File: config.mk
export PLATFORM = sky130hd
export DESIGN_NAME = switch_host_port_flat
export DESIGN_NICKNAME = d
export VERILOG_FILES = /design/src/rtl/switch_host_port_if.sv /design/src/rtl/switch_host_port.sv /design/src/flat_wrapper.sv
export SDC_FILE = /design/constraint.sdc
export NUM_CORES = 1
export LEC_CHECK = 0
export ABC_CLOCK_PERIOD_IN_PS = 2550
export CAP_MARGIN = 20
export CORE_MARGIN = 1.5
export CORE_UTILIZATION = 43
export DETAILED_ROUTE_END_ITERATION = 10
export PLACE_DENSITY_LB_ADDON = 0.05
export SYNTH_ARGS = -nofsm -noshare
export SYNTH_HDL_FRONTEND = slang
export SYNTH_SLANG_ARGS = --single-unit
export TNS_END_PERCENT = 5
File: constraint.sdc
create_clock -name clk -period 2.55 [get_ports clk]
set_input_delay 0.3825 -clock clk [delete_from_list [all_inputs] [get_ports clk]]
set_output_delay 0.3825 -clock clk [all_outputs]
set_load 0.01 [all_outputs]
File: src/rtl/switch_host_port_if.sv
// Bus bundle between a switch host node and its environment: the host-side
// TX handshake, the packet lines into/out of the switch port, and the host-side
// RX report. "master" is the environment (host + switch), "slave" is the node.
interface switch_host_port_if;
  // Host TX handshake
  logic       tx_valid;
  logic       tx_ready;
  logic [3:0] tx_target;
  logic [7:0] tx_data;
  // Node -> switch port
  logic       pkt_valid_o;
  logic [3:0] pkt_source_o;
  logic [3:0] pkt_target_o;
  logic [7:0] pkt_data_o;
  // Switch port -> node
  logic       pkt_valid_i;
  logic [3:0] pkt_source_i;
  logic [3:0] pkt_target_i;
  logic [7:0] pkt_data_i;
  // Node -> host RX report
  logic       rx_valid;
  logic [3:0] rx_source;
  logic [7:0] rx_data;

  modport master (
    output tx_valid, tx_target, tx_data,
    input  tx_ready,
    input  pkt_valid_o, pkt_source_o, pkt_target_o, pkt_data_o,
    output pkt_valid_i, pkt_source_i, pkt_target_i, pkt_data_i,
    input  rx_valid, rx_source, rx_data
  );

  modport slave (
    input  tx_valid, tx_target, tx_data,
    output tx_ready,
    output pkt_valid_o, pkt_source_o, pkt_target_o, pkt_data_o,
    input  pkt_valid_i, pkt_source_i, pkt_target_i, pkt_data_i,
    output rx_valid, rx_source, rx_data
  );
endinterface

File: src/rtl/switch_host_port.sv
// Host-side node for one switch port. Queues host packets in a small FIFO and
// sends them as one-cycle pulses with a configurable idle gap; reports packets
// coming back from the switch as one-cycle rx pulses.
// Optional build macro SWITCH_HOST_PORT_RX_CHECK_EN: flag received packets whose
// target mask does not include this port on rx_err.
module switch_host_port #(
  parameter int PORT_ID    = 0,
  parameter int FIFO_DEPTH = 4,
  parameter int GAP_CYCLES = 1
) (
  input  logic              clk,
  input  logic              rst_n,
  switch_host_port_if.slave bus,
  output logic [7:0]        tx_drop_cnt,
  output logic              rx_err
);

  localparam int AW = (FIFO_DEPTH > 1) ? $clog2(FIFO_DEPTH) : 1;
  localparam int CW = AW + 1;
  localparam logic [1:0]    PID      = PORT_ID[1:0];
  localparam logic [3:0]    SRC_CODE = 4'b0001 << PID;
  localparam logic [3:0]    GAP_LOAD = (GAP_CYCLES > 0) ? 4'(GAP_CYCLES - 1) : 4'd0;
  localparam logic [CW-1:0] DEPTH_C  = CW'(FIFO_DEPTH);

  typedef enum logic [1:0] {IDLE, SEND, GAP} state_t;

  typedef struct packed {
    logic [3:0] target;
    logic [7:0] data;
  } entry_t;

  entry_t          mem [FIFO_DEPTH];
  logic [AW-1:0]   rd_ptr, wr_ptr, rd_ptr_inc;
  logic [CW-1:0]   count;
  logic            ready_q;
  logic            accept, push, drop, pop, more_after_pop;
  state_t          state, state_next;
  logic            load_out;
  entry_t          head_sel;
  logic [3:0]      gap_cnt;

  assign bus.tx_ready   = ready_q && (count < DEPTH_C);
  assign accept         = bus.tx_valid && bus.tx_ready;
  assign push           = accept && (bus.tx_target != 4'b0000);
  assign drop           = accept && (bus.tx_target == 4'b0000);
  assign pop            = (state == SEND);
  assign rd_ptr_inc     = rd_ptr + 1'b1;
  // A push landing on the same edge as the pop keeps a lone entry's successor alive.
  assign more_after_pop = (count > CW'(1)) || push;

  // Hold tx_ready low during reset and raise it on the first edge after release.
  always_ff @(posedge clk or negedge rst_n) begin
    if (!rst_n) ready_q <= 1'b0;
    else        ready_q <= 1'b1;
  end

  // FIFO storage write port.
  // NOTE: the storage array is not reset; pointers and count alone decide which entries are valid.
  always_ff @(posedge clk) begin
    if (push) mem[wr_ptr] <= '{target: bus.tx_target, data: bus.tx_data};
  end

  // FIFO pointers and occupancy; pointers wrap naturally at the power-of-two depth.
  always_ff @(posedge clk or negedge rst_n) begin
    if (!rst_n) begin
      // NOTE: all sequential state uses non-blocking assignment so every register samples pre-edge values.
      rd_ptr <= '0;
      wr_ptr <= '0;
      count  <= '0;
    end else begin
      if (push) wr_ptr <= wr_ptr + 1'b1;
      if (pop)  rd_ptr <= rd_ptr_inc;
      case ({push, pop})
        2'b10:   count <= count + 1'b1;
        2'b01:   count <= count - 1'b1;
        default: ;
      endcase
    end
  end

  // FSM state register.
  always_ff @(posedge clk or negedge rst_n) begin
    if (!rst_n) state <= IDLE;
    else        state <= state_next;
  end

  // Next-state decode and choice of the entry to present on the next pulse.
  always_comb begin
    // NOTE: every output of this block gets a default first, so no path can infer a latch.
    state_next = state;
    load_out   = 1'b0;
    head_sel   = mem[rd_ptr];
    case (state)
      IDLE: begin
        if (count != '0) begin
          state_next = SEND;
          load_out   = 1'b1;
        end
      end
      SEND: begin
        if (GAP_CYCLES > 0) begin
          state_next = GAP;
        end else if (more_after_pop) begin
          state_next = SEND;
          load_out   = 1'b1;
          head_sel   = (count > CW'(1)) ? mem[rd_ptr_inc]
                                        : '{target: bus.tx_target, data: bus.tx_data};
        end else begin
          state_next = IDLE;
        end
      end
      GAP: begin
        if (gap_cnt == 4'd0) begin
          if (count != '0) begin
            state_next = SEND;
            load_out   = 1'b1;
          end else begin
            state_next = IDLE;
          end
        end
      end
      default: state_next = IDLE;
    endcase
  end

  // Inter-packet gap counter: loaded on leaving SEND, counts down while in GAP.
  always_ff @(posedge clk or negedge rst_n) begin
    if (!rst_n)                                  gap_cnt <= 4'd0;
    else if (state == SEND && state_next == GAP) gap_cnt <= GAP_LOAD;
    else if (state == GAP && gap_cnt != 4'd0)    gap_cnt <= gap_cnt - 4'd1;
  end

  // Packet output registers: populated only for the single SEND cycle, zero otherwise.
  always_ff @(posedge clk or negedge rst_n) begin
    if (!rst_n) begin
      bus.pkt_valid_o  <= 1'b0;
      bus.pkt_source_o <= 4'b0000;
      bus.pkt_target_o <= 4'b0000;
      bus.pkt_data_o   <= 8'h00;
    end else if (load_out) begin
      bus.pkt_valid_o  <= 1'b1;
      bus.pkt_source_o <= SRC_CODE;
      bus.pkt_target_o <= head_sel.target;
      bus.pkt_data_o   <= head_sel.data;
    end else begin
      bus.pkt_valid_o  <= 1'b0;
      bus.pkt_source_o <= 4'b0000;
      bus.pkt_target_o <= 4'b0000;
      bus.pkt_data_o   <= 8'h00;
    end
  end

  // Saturating count of accepted requests that carried an empty target mask.
  always_ff @(posedge clk or negedge rst_n) begin
    if (!rst_n)                           tx_drop_cnt <= 8'h00;
    else if (drop && tx_drop_cnt != 8'hFF) tx_drop_cnt <= tx_drop_cnt + 8'h01;
  end

  // Receive report: one-cycle pulse, payload fields hold until the next packet.
  always_ff @(posedge clk or negedge rst_n) begin
    if (!rst_n) begin
      bus.rx_valid  <= 1'b0;
      bus.rx_source <= 4'b0000;
      bus.rx_data   <= 8'h00;
    end else begin
      bus.rx_valid <= bus.pkt_valid_i;
      if (bus.pkt_valid_i) begin
        bus.rx_source <= bus.pkt_source_i;
        bus.rx_data   <= bus.pkt_data_i;
      end
    end
  end

`ifdef SWITCH_HOST_PORT_RX_CHECK_EN
  // Flag a received packet whose target mask excludes this port.
  always_ff @(posedge clk or negedge rst_n) begin
    if (!rst_n) rx_err <= 1'b0;
    else        rx_err <= bus.pkt_valid_i && !bus.pkt_target_i[PID];
  end
`else
  assign rx_err = 1'b0;
`endif

endmodule

File: src/flat_wrapper.sv
// flat-port wrapper written by rule: the top's interface ports become plain ports
module switch_host_port_flat 
#(
  parameter int PORT_ID    = 0,
  parameter int FIFO_DEPTH = 4,
  parameter int GAP_CYCLES = 1
)
  (clk, rst_n, tx_drop_cnt, rx_err, bus_tx_valid, bus_tx_target, bus_tx_data, bus_tx_ready, bus_pkt_valid_o, bus_pkt_source_o, bus_pkt_target_o, bus_pkt_data_o, bus_pkt_valid_i, bus_pkt_source_i, bus_pkt_target_i, bus_pkt_data_i, bus_rx_valid, bus_rx_source, bus_rx_data);
  switch_host_port_if bus_i ();
  input  logic clk;
  input  logic rst_n;
  output logic [7:0] tx_drop_cnt;
  output logic rx_err;
  input wire logic [$bits(bus_i.tx_valid)-1:0] bus_tx_valid;
  input wire logic [$bits(bus_i.tx_target)-1:0] bus_tx_target;
  input wire logic [$bits(bus_i.tx_data)-1:0] bus_tx_data;
  output wire logic [$bits(bus_i.tx_ready)-1:0] bus_tx_ready;
  output wire logic [$bits(bus_i.pkt_valid_o)-1:0] bus_pkt_valid_o;
  output wire logic [$bits(bus_i.pkt_source_o)-1:0] bus_pkt_source_o;
  output wire logic [$bits(bus_i.pkt_target_o)-1:0] bus_pkt_target_o;
  output wire logic [$bits(bus_i.pkt_data_o)-1:0] bus_pkt_data_o;
  input wire logic [$bits(bus_i.pkt_valid_i)-1:0] bus_pkt_valid_i;
  input wire logic [$bits(bus_i.pkt_source_i)-1:0] bus_pkt_source_i;
  input wire logic [$bits(bus_i.pkt_target_i)-1:0] bus_pkt_target_i;
  input wire logic [$bits(bus_i.pkt_data_i)-1:0] bus_pkt_data_i;
  output wire logic [$bits(bus_i.rx_valid)-1:0] bus_rx_valid;
  output wire logic [$bits(bus_i.rx_source)-1:0] bus_rx_source;
  output wire logic [$bits(bus_i.rx_data)-1:0] bus_rx_data;
  assign bus_i.tx_valid = bus_tx_valid;
  assign bus_i.tx_target = bus_tx_target;
  assign bus_i.tx_data = bus_tx_data;
  assign bus_tx_ready = bus_i.tx_ready;
  assign bus_pkt_valid_o = bus_i.pkt_valid_o;
  assign bus_pkt_source_o = bus_i.pkt_source_o;
  assign bus_pkt_target_o = bus_i.pkt_target_o;
  assign bus_pkt_data_o = bus_i.pkt_data_o;
  assign bus_i.pkt_valid_i = bus_pkt_valid_i;
  assign bus_i.pkt_source_i = bus_pkt_source_i;
  assign bus_i.pkt_target_i = bus_pkt_target_i;
  assign bus_i.pkt_data_i = bus_pkt_data_i;
  assign bus_rx_valid = bus_i.rx_valid;
  assign bus_rx_source = bus_i.rx_source;
  assign bus_rx_data = bus_i.rx_data;
  switch_host_port #(.PORT_ID(PORT_ID), .FIFO_DEPTH(FIFO_DEPTH), .GAP_CYCLES(GAP_CYCLES)) u_core (.clk(clk), .rst_n(rst_n), .bus(bus_i), .tx_drop_cnt(tx_drop_cnt), .rx_err(rx_err));
endmodule
==> results.toml, run 1 <==
[synthesis]
synth_top_area_cell = "edfxtp_1"
synthTopCellsByArea = "edfxtp_1 (38%), dfrtp_1 (32%), mux4_2 (7.1%)"
synth_edf_count = 48
syn_area_per_cell_um2 = 16.5
ys_top_cells_by_count = "dfrtp_1 (48), edfxtp_1 (48), and3_1 (14), inv_1 (14)"
synthCells = 229
synth_warnings = 0
ys.flop_type = "edfxtp_1"
async_reset_ff_share_pct = 50.0
netlist_area_um2 = 3790
synth_cell_type_count = 33
synth-seq-cells = 96
synth_top_area_share_pct = 38.0
synth_seq_area_share_pct = 69.7

[setup_path]
crit_arrival_ns = 2.43
cp-end-kind = "register"
reg2reg_depth = 9
path_cells = "clkdlybuf4s50_1, nor4_4, nor2b_1, inv_1, ha_1, inv_1, fa_1, xor2_1, nor2_1, xor2_1"
r2r-start = "u_core.count[2]"
ff2ff_setup_slack_ns = 0.57
setup.worst_path.start_class = "input pin"
cpMaxStageDelayCell = "clkdlybuf4s50_1"
required_ns = 2.84
r2r_end = "u_core.count[2]"
max_stage_delay_ns = 0.53
worstSetupPathType = "input pin to register"
worstPathMaxFanout = 5

[clock_network]
clockRootBuffer = "clkbuf_8"
htreeDepth = 3
insertion_delay_ns = 0.35
numCtsBuffers = 9
cts_resized = 0
cts_hold_buf = 0
cts_tree = "yes"
post_cts_buffers = 0
cts_sinks = 96
clkSlewWorstSetupHoldPaths_ns = 0.10
ctsLongestPathBuffers = 2

[route]
first_pass_iters = 4
wire_per_inst_um = 15.3
drt_iter0_drc = 86
totalWireLength_um = 6460
ant_nets = 0
avgViaCountPerCell = 4.88
vias = 2066
drc = 0

[run_status]
status = "finished, final reports clean"

[timing]
finalHoldWorstSlack_ns = 0.120
finalCritPeriodShare_pct = 84.0
slew_viol_final = 0
tns_ns = 0
skew_ns = 0.0117
rsz0062_at_grt = "no"
maxSlewHeadroom_pct = 56.3
setup_violations = 0
worst_pin_slew_ns = 0.655
max_freq_mhz = 467
final_hold_viol_count = 0
period_needed_ns = 2.14

[grt]
grt_pass1_vias = 2121
grt_max_degree = 49
antenna_found_initial = 0
grt_first_pass_wirelength_um = 10800
grt_usage_pct = 14.9
grt-ovfl-total = 0

[die]
ios = 72
coreArea_um2 = 8640
start_util_pct = 43.9
die_h_um = 96.9
die_x_um = 96.9
die-area_um2 = 9390
rows = 34

[power]
p_int_mw = 3.12
power_frac_comb_pct = 27.8
power.density_nw_per_um2 = 896
switchingPower_mw = 1.21
p_leak_nw = 1.96
seqPwrFrac_pct = 47.0
p_total_mw = 4.33
p_clk_share_pct = 25.2
sw_frac_of_total_pct = 27.9
vdd_drop_max_mv = 0.377

[run]
max_cap_viol_count = 0

[placement]
gp_congestion = 0.688
place_area_um2 = 4610
numPortBuffers = 63
hpwl_um = 4310

[finish]
diodes = 0
fin_nets = 350
drive_above_1_share_pct = 18.7
syn_to_final_growth_pct = 27.5
design_area_um2 = 4830

[hold_path]
holdCritPathClass = "input pin to asynchronous set/reset pin"
==> worst max-delay path: cells and delay by family <==
family,cells,cell delay (ns)
xor+xnor,2,0.29
fa+ha+maj,2,0.58
simple gates,3,0.51
buf+inv,3,0.66
==> worst max-delay path by stage <==
stage / startpoint / end / slack [ns] / depth (start not counted)
global placement: bus_tx_target[0] / u_core.count[2] / 0.007 / 10
floorplan: bus_tx_target[1] / u_core.count[2] / 0.47 / 10
detailed placement: bus_tx_target[0] / u_core.count[2] / -0.02 / 10
CTS: bus_tx_target[0] / u_core.count[2] / 0.37 / 10
global route: bus_tx_target[0] / u_core.count[2] / 0.29 / 10
finish: bus_tx_target[0] / u_core.count[2] / 0.41 / 10
==> metrics by stage <==
step                std cells  setup WS (ns)  util (%)
detailed placement        407        -0.0154      53.4
finish                    423          0.409      56.0
global route              423          0.290      56.0
floorplan                 232          0.469         -
global placement          407        0.00719      53.4
CTS                       423          0.370      56.0
==> layer usage <==
| layer | vias up | share of wire [%] | track usage [%] |
|---|---|---|---|
| met3 | 11 | 4.0 | 3.18 |
| met1 | 1022 | 48 | 20.7 |
| met4 | 0 | 1.5 | 5.35 |
| li1 | 980 | - | - |
| met5 | - | 0 | 0 |
| met2 | 53 | 47 | 23.6 |
==> flip-flops by register name, indices dropped and copies added (netlist names) <==
| name | flops |
|---|---|
| u_core.wr_ptr | 2 |
| u_core.bus.pkt_data_o | 8 |
| u_core.mem | 48 |
| u_core.bus.rx_valid | 1 |
| u_core.bus.rx_source | 4 |
| u_core.count | 3 |
| u_core.ready_q | 1 |
| u_core.bus.rx_data | 8 |
| u_core.tx_drop_cnt | 8 |
| u_core.bus.pkt_valid_o | 1 |
| u_core.gap_cnt | 4 |
| u_core.rd_ptr | 2 |
| u_core.bus.pkt_target_o | 4 |
| u_core.state | 2 |
==> area by class of cell <==
class / instances / area, µm²
Fill cell: 732 / 3800
Sequential cell: 96 / 2640
Multi-Input combinational cell: 110 / 1020
Timing Repair Buffer: 79 / 758
Tap cell: 108 / 135
Clock buffer: 10 / 128
Clock inverter: 6 / 92.6
Inverter: 14 / 52.6
==> placed cells by master, fill, tap and decap left out, types with 2 or more instances in the layout <==
master            n
nor2b_1           2
clkdlybuf4s50_1  62
nand2_1          11
clkbuf_8          9
edfxtp_1         48
nor3_1            3
mux4_2           12
bufinv_16         2
nor2_1            4
o21ai_0           4
ha_1              7
xnor2_1           9
inv_1            14
and2_1            4
nand3_1           3
mux2_2           12
nand2b_1          2
dfrtp_1          48
xor2_1            5
nand4_1           3
conb_1            5
and3_1           14
clkinv_4          2
buf_4            15
==> power by group through the flow <==
stage	clock, mW	combinational, mW	sequential [mW]
after floorplan	0	0.730	2.07
after global placement	0	1.22	2.06
after CTS	1.12	1.24	2.04
after global routing	1.18	1.33	2.07
final	1.09	1.20	2.04
after detailed placement	0	1.23	2.07
==> cells by family (layout without fill, tap and decap cells) <==
logic type / count (synthesis) / count (layout) / synth area share, %
flops: 96 / 96 / 69.7
other cells: 2 / 5 / 0.198
simple gates: 48 / 48 / 7.20
mux: 26 / 26 / 11.4
compound gates: 9 / 9 / 1.92
fa+ha+maj: 8 / 8 / 2.84
buf+inv: 26 / 109 / 3.53
xor+xnor: 14 / 14 / 3.24
Power figures use the tool's default switching activity.
==> run 2, diff against run 1 <==
--- a/config.mk
+++ b/config.mk
@@ -5,7 +5,7 @@
 export SDC_FILE = /design/constraint.sdc
 export NUM_CORES = 1
 export LEC_CHECK = 0
-export ABC_CLOCK_PERIOD_IN_PS = 2550
+export ABC_CLOCK_PERIOD_IN_PS = 2080
 export CAP_MARGIN = 20
 export CORE_MARGIN = 1.5
 export CORE_UTILIZATION = 43
==> constraint.sdc (replaced) <==
create_clock -name clk -period 2.08 [get_ports clk]
set_input_delay 0.312 -clock clk [delete_from_list [all_inputs] [get_ports clk]]
set_output_delay 0.312 -clock clk [all_outputs]
set_load 0.01 [all_outputs]
==> results.toml, run 2 (synthesis gave the netlist of run 1 again) <==
[run_status]
status = "finished, final reports clean"

[route]
first_pass_iters = 4
drt_iter0_drc = 119
totalWireLength_um = 6460
ant_nets = 0
avgViaCountPerCell = 4.82
wire_per_inst_um = 15.0
drc = 0
vias = 2071

[clock_network]
clkSlewWorstSetupHoldPaths_ns = 0.09
numCtsBuffers = 9
cts_tree = "yes"
cts_hold_buf = 0
cts_sinks = 96
insertion_delay_ns = 0.35
ctsLongestPathBuffers = 2
clockRootBuffer = "clkbuf_8"
htreeDepth = 3

[finish]
fin_nets = 357
final_common_cell = "clkdlybuf4s50_1"
diodes = 0
final_cell_mix = "clkdlybuf4s50_1 (60), dfrtp_1 (48), edfxtp_1 (48)"
syn_to_final_growth_pct = 30.2
drive_above_1_share_pct = 20.8
postLayoutCoreUtil_pct = 57.1
top_register = "u_core.mem"
fillers = 688
largest_reg_flops = 48
finalNonFillerCells = 430

[setup_path]
max_stage_delay_ns = 0.46
worst-path-buf-inv = 3
worstSetupPathType = "input pin to register"
setup.worst_path.start_class = "input pin"
cp-end-kind = "register"
crit_family = "buffers and inverters"
cpMaxStageDelayCell = "clkdlybuf4s50_1"
worstPathMaxFanout = 2
crit_arrival_ns = 2.26
path_cells = "clkdlybuf4s50_1, nor4_4, nor2b_1, inv_1, ha_1, inv_1, fa_1, xor2_1, nor2_1, xor2_1"
required_ns = 2.36

[timing]
tns_ns = 0
rsz0062_at_grt = "no"
finalCritPeriodShare_pct = 95.2
final_hold_viol_count = 0
worst_pin_slew_ns = 0.636
maxSlewHeadroom_pct = 57.6
skew_ns = 0.00859
period_needed_ns = 1.98
max_freq_mhz = 505
setup_slack_ns = 0.101
setup_violations = 0
slew_viol_final = 0
finalHoldWorstSlack_ns = 0.0556

[die]
die_x_um = 96.9
coreArea_um2 = 8640
die_h_um = 96.9
start_util_pct = 43.9
die-area_um2 = 9390
rows = 34
ios = 72

[grt]
antenna_found_initial = 0
grt-ovfl-total = 0
grt_pass1_vias = 2136
grt_first_pass_wirelength_um = 10900
grt_usage_pct = 15.1
grt_max_degree = 49

[placement]
gp_congestion = 0.731
dpl.cell_count = 413
place_ws_ns = -0.467
hpwl_um = 4350
numPortBuffers = 63

[power]
p_clk_share_pct = 26.4
seqPwrFrac_pct = 44.5
power_frac_comb_pct = 29.1
p_int_mw = 4.00
power.density_nw_per_um2 = 1110
vdd_drop_max_mv = 0.451
switchingPower_mw = 1.48
p_leak_nw = 2.03
sw_frac_of_total_pct = 27.0

[hold_path]
holdCritPathClass = "input pin to asynchronous set/reset pin"

[run]
max_cap_viol_count = 0
-- run 2: what timing repair did --
action | 4_1_cts | 5_1_grt
resized for setup | 1 | 1
setup buffers | 1 | 0
setup endpoints to repair | 1 | 1
pin swaps | 1 | 1
-- run 2: final timing paths --
path                       depth (start not counted)                   from  slack [ns]                       to
setup / recovery                                  10       bus_tx_target[3]        0.10          u_core.count[2]
hold / removal                                     2                  rst_n        0.06  u_core.bus.rx_source[2]
setup reg to reg                                   9         u_core.ready_q        0.18          u_core.count[2]
hold reg to reg                                    1  u_core.tx_drop_cnt[7]        0.51    u_core.tx_drop_cnt[7]
max in group asynchronous                          2                  rst_n        1.59         u_core.rd_ptr[0]
min in group clk                                   1       bus_tx_target[0]        0.35         u_core.mem[0][8]
-- run 2: layout make-up --
type                            count  area [µm²]  area share, %
Sequential cell                    96        2640           53.6
Clock buffer                        9         124           2.51
Clock inverter                      7         118           2.38
Inverter                           14        52.6           1.07
Timing Repair Buffer               86         837           17.0
Tap cell                          108         135           2.74
Multi-Input combinational cell    110        1020           20.8
-- run 2: worst reg2reg max path: cells and delay by family (launching register included) --
kind / cells / cell delay, ns
buffers and inverters: 2 / 0.13
AND/OR/NAND/NOR: 3 / 0.45
adder cells (fa/ha/maj): 2 / 0.58
XOR/XNOR: 2 / 0.30
flip-flops: 1 / 0.38
-- run 2: routing by layer --
layer / GRT usage, % / routed length [µm] / part of all wire (%)
met2: 24.1 / 3010 / 47
met5: 0 / 0 / 0
met1: 19.8 / 3030 / 47
met4: 6.69 / 123 / 1.9
met3: 3.47 / 301 / 4.7
-- run 2: power by group through the flow --
stage | registers [mW] | clock network (mW) | logic (mW)
4_1_cts | 2.44 | 1.50 | 1.64
3_3_place_gp | 2.47 | 0 | 1.62
6_report | 2.44 | 1.45 | 1.59
5_1_grt | 2.48 | 1.57 | 1.76
3_5_place_dp | 2.48 | 0 | 1.63
2_1_floorplan | 2.54 | 0 | 0.895
-- run 2: through the flow --
stage | cell area, µm² | total power [mW]
floorplan | 3800 | 3.43
global placement | 4680 | 4.09
detailed placement | 4680 | 4.11
CTS | 4930 | 5.57
global route | 4930 | 5.81
finish | 4930 | 5.48
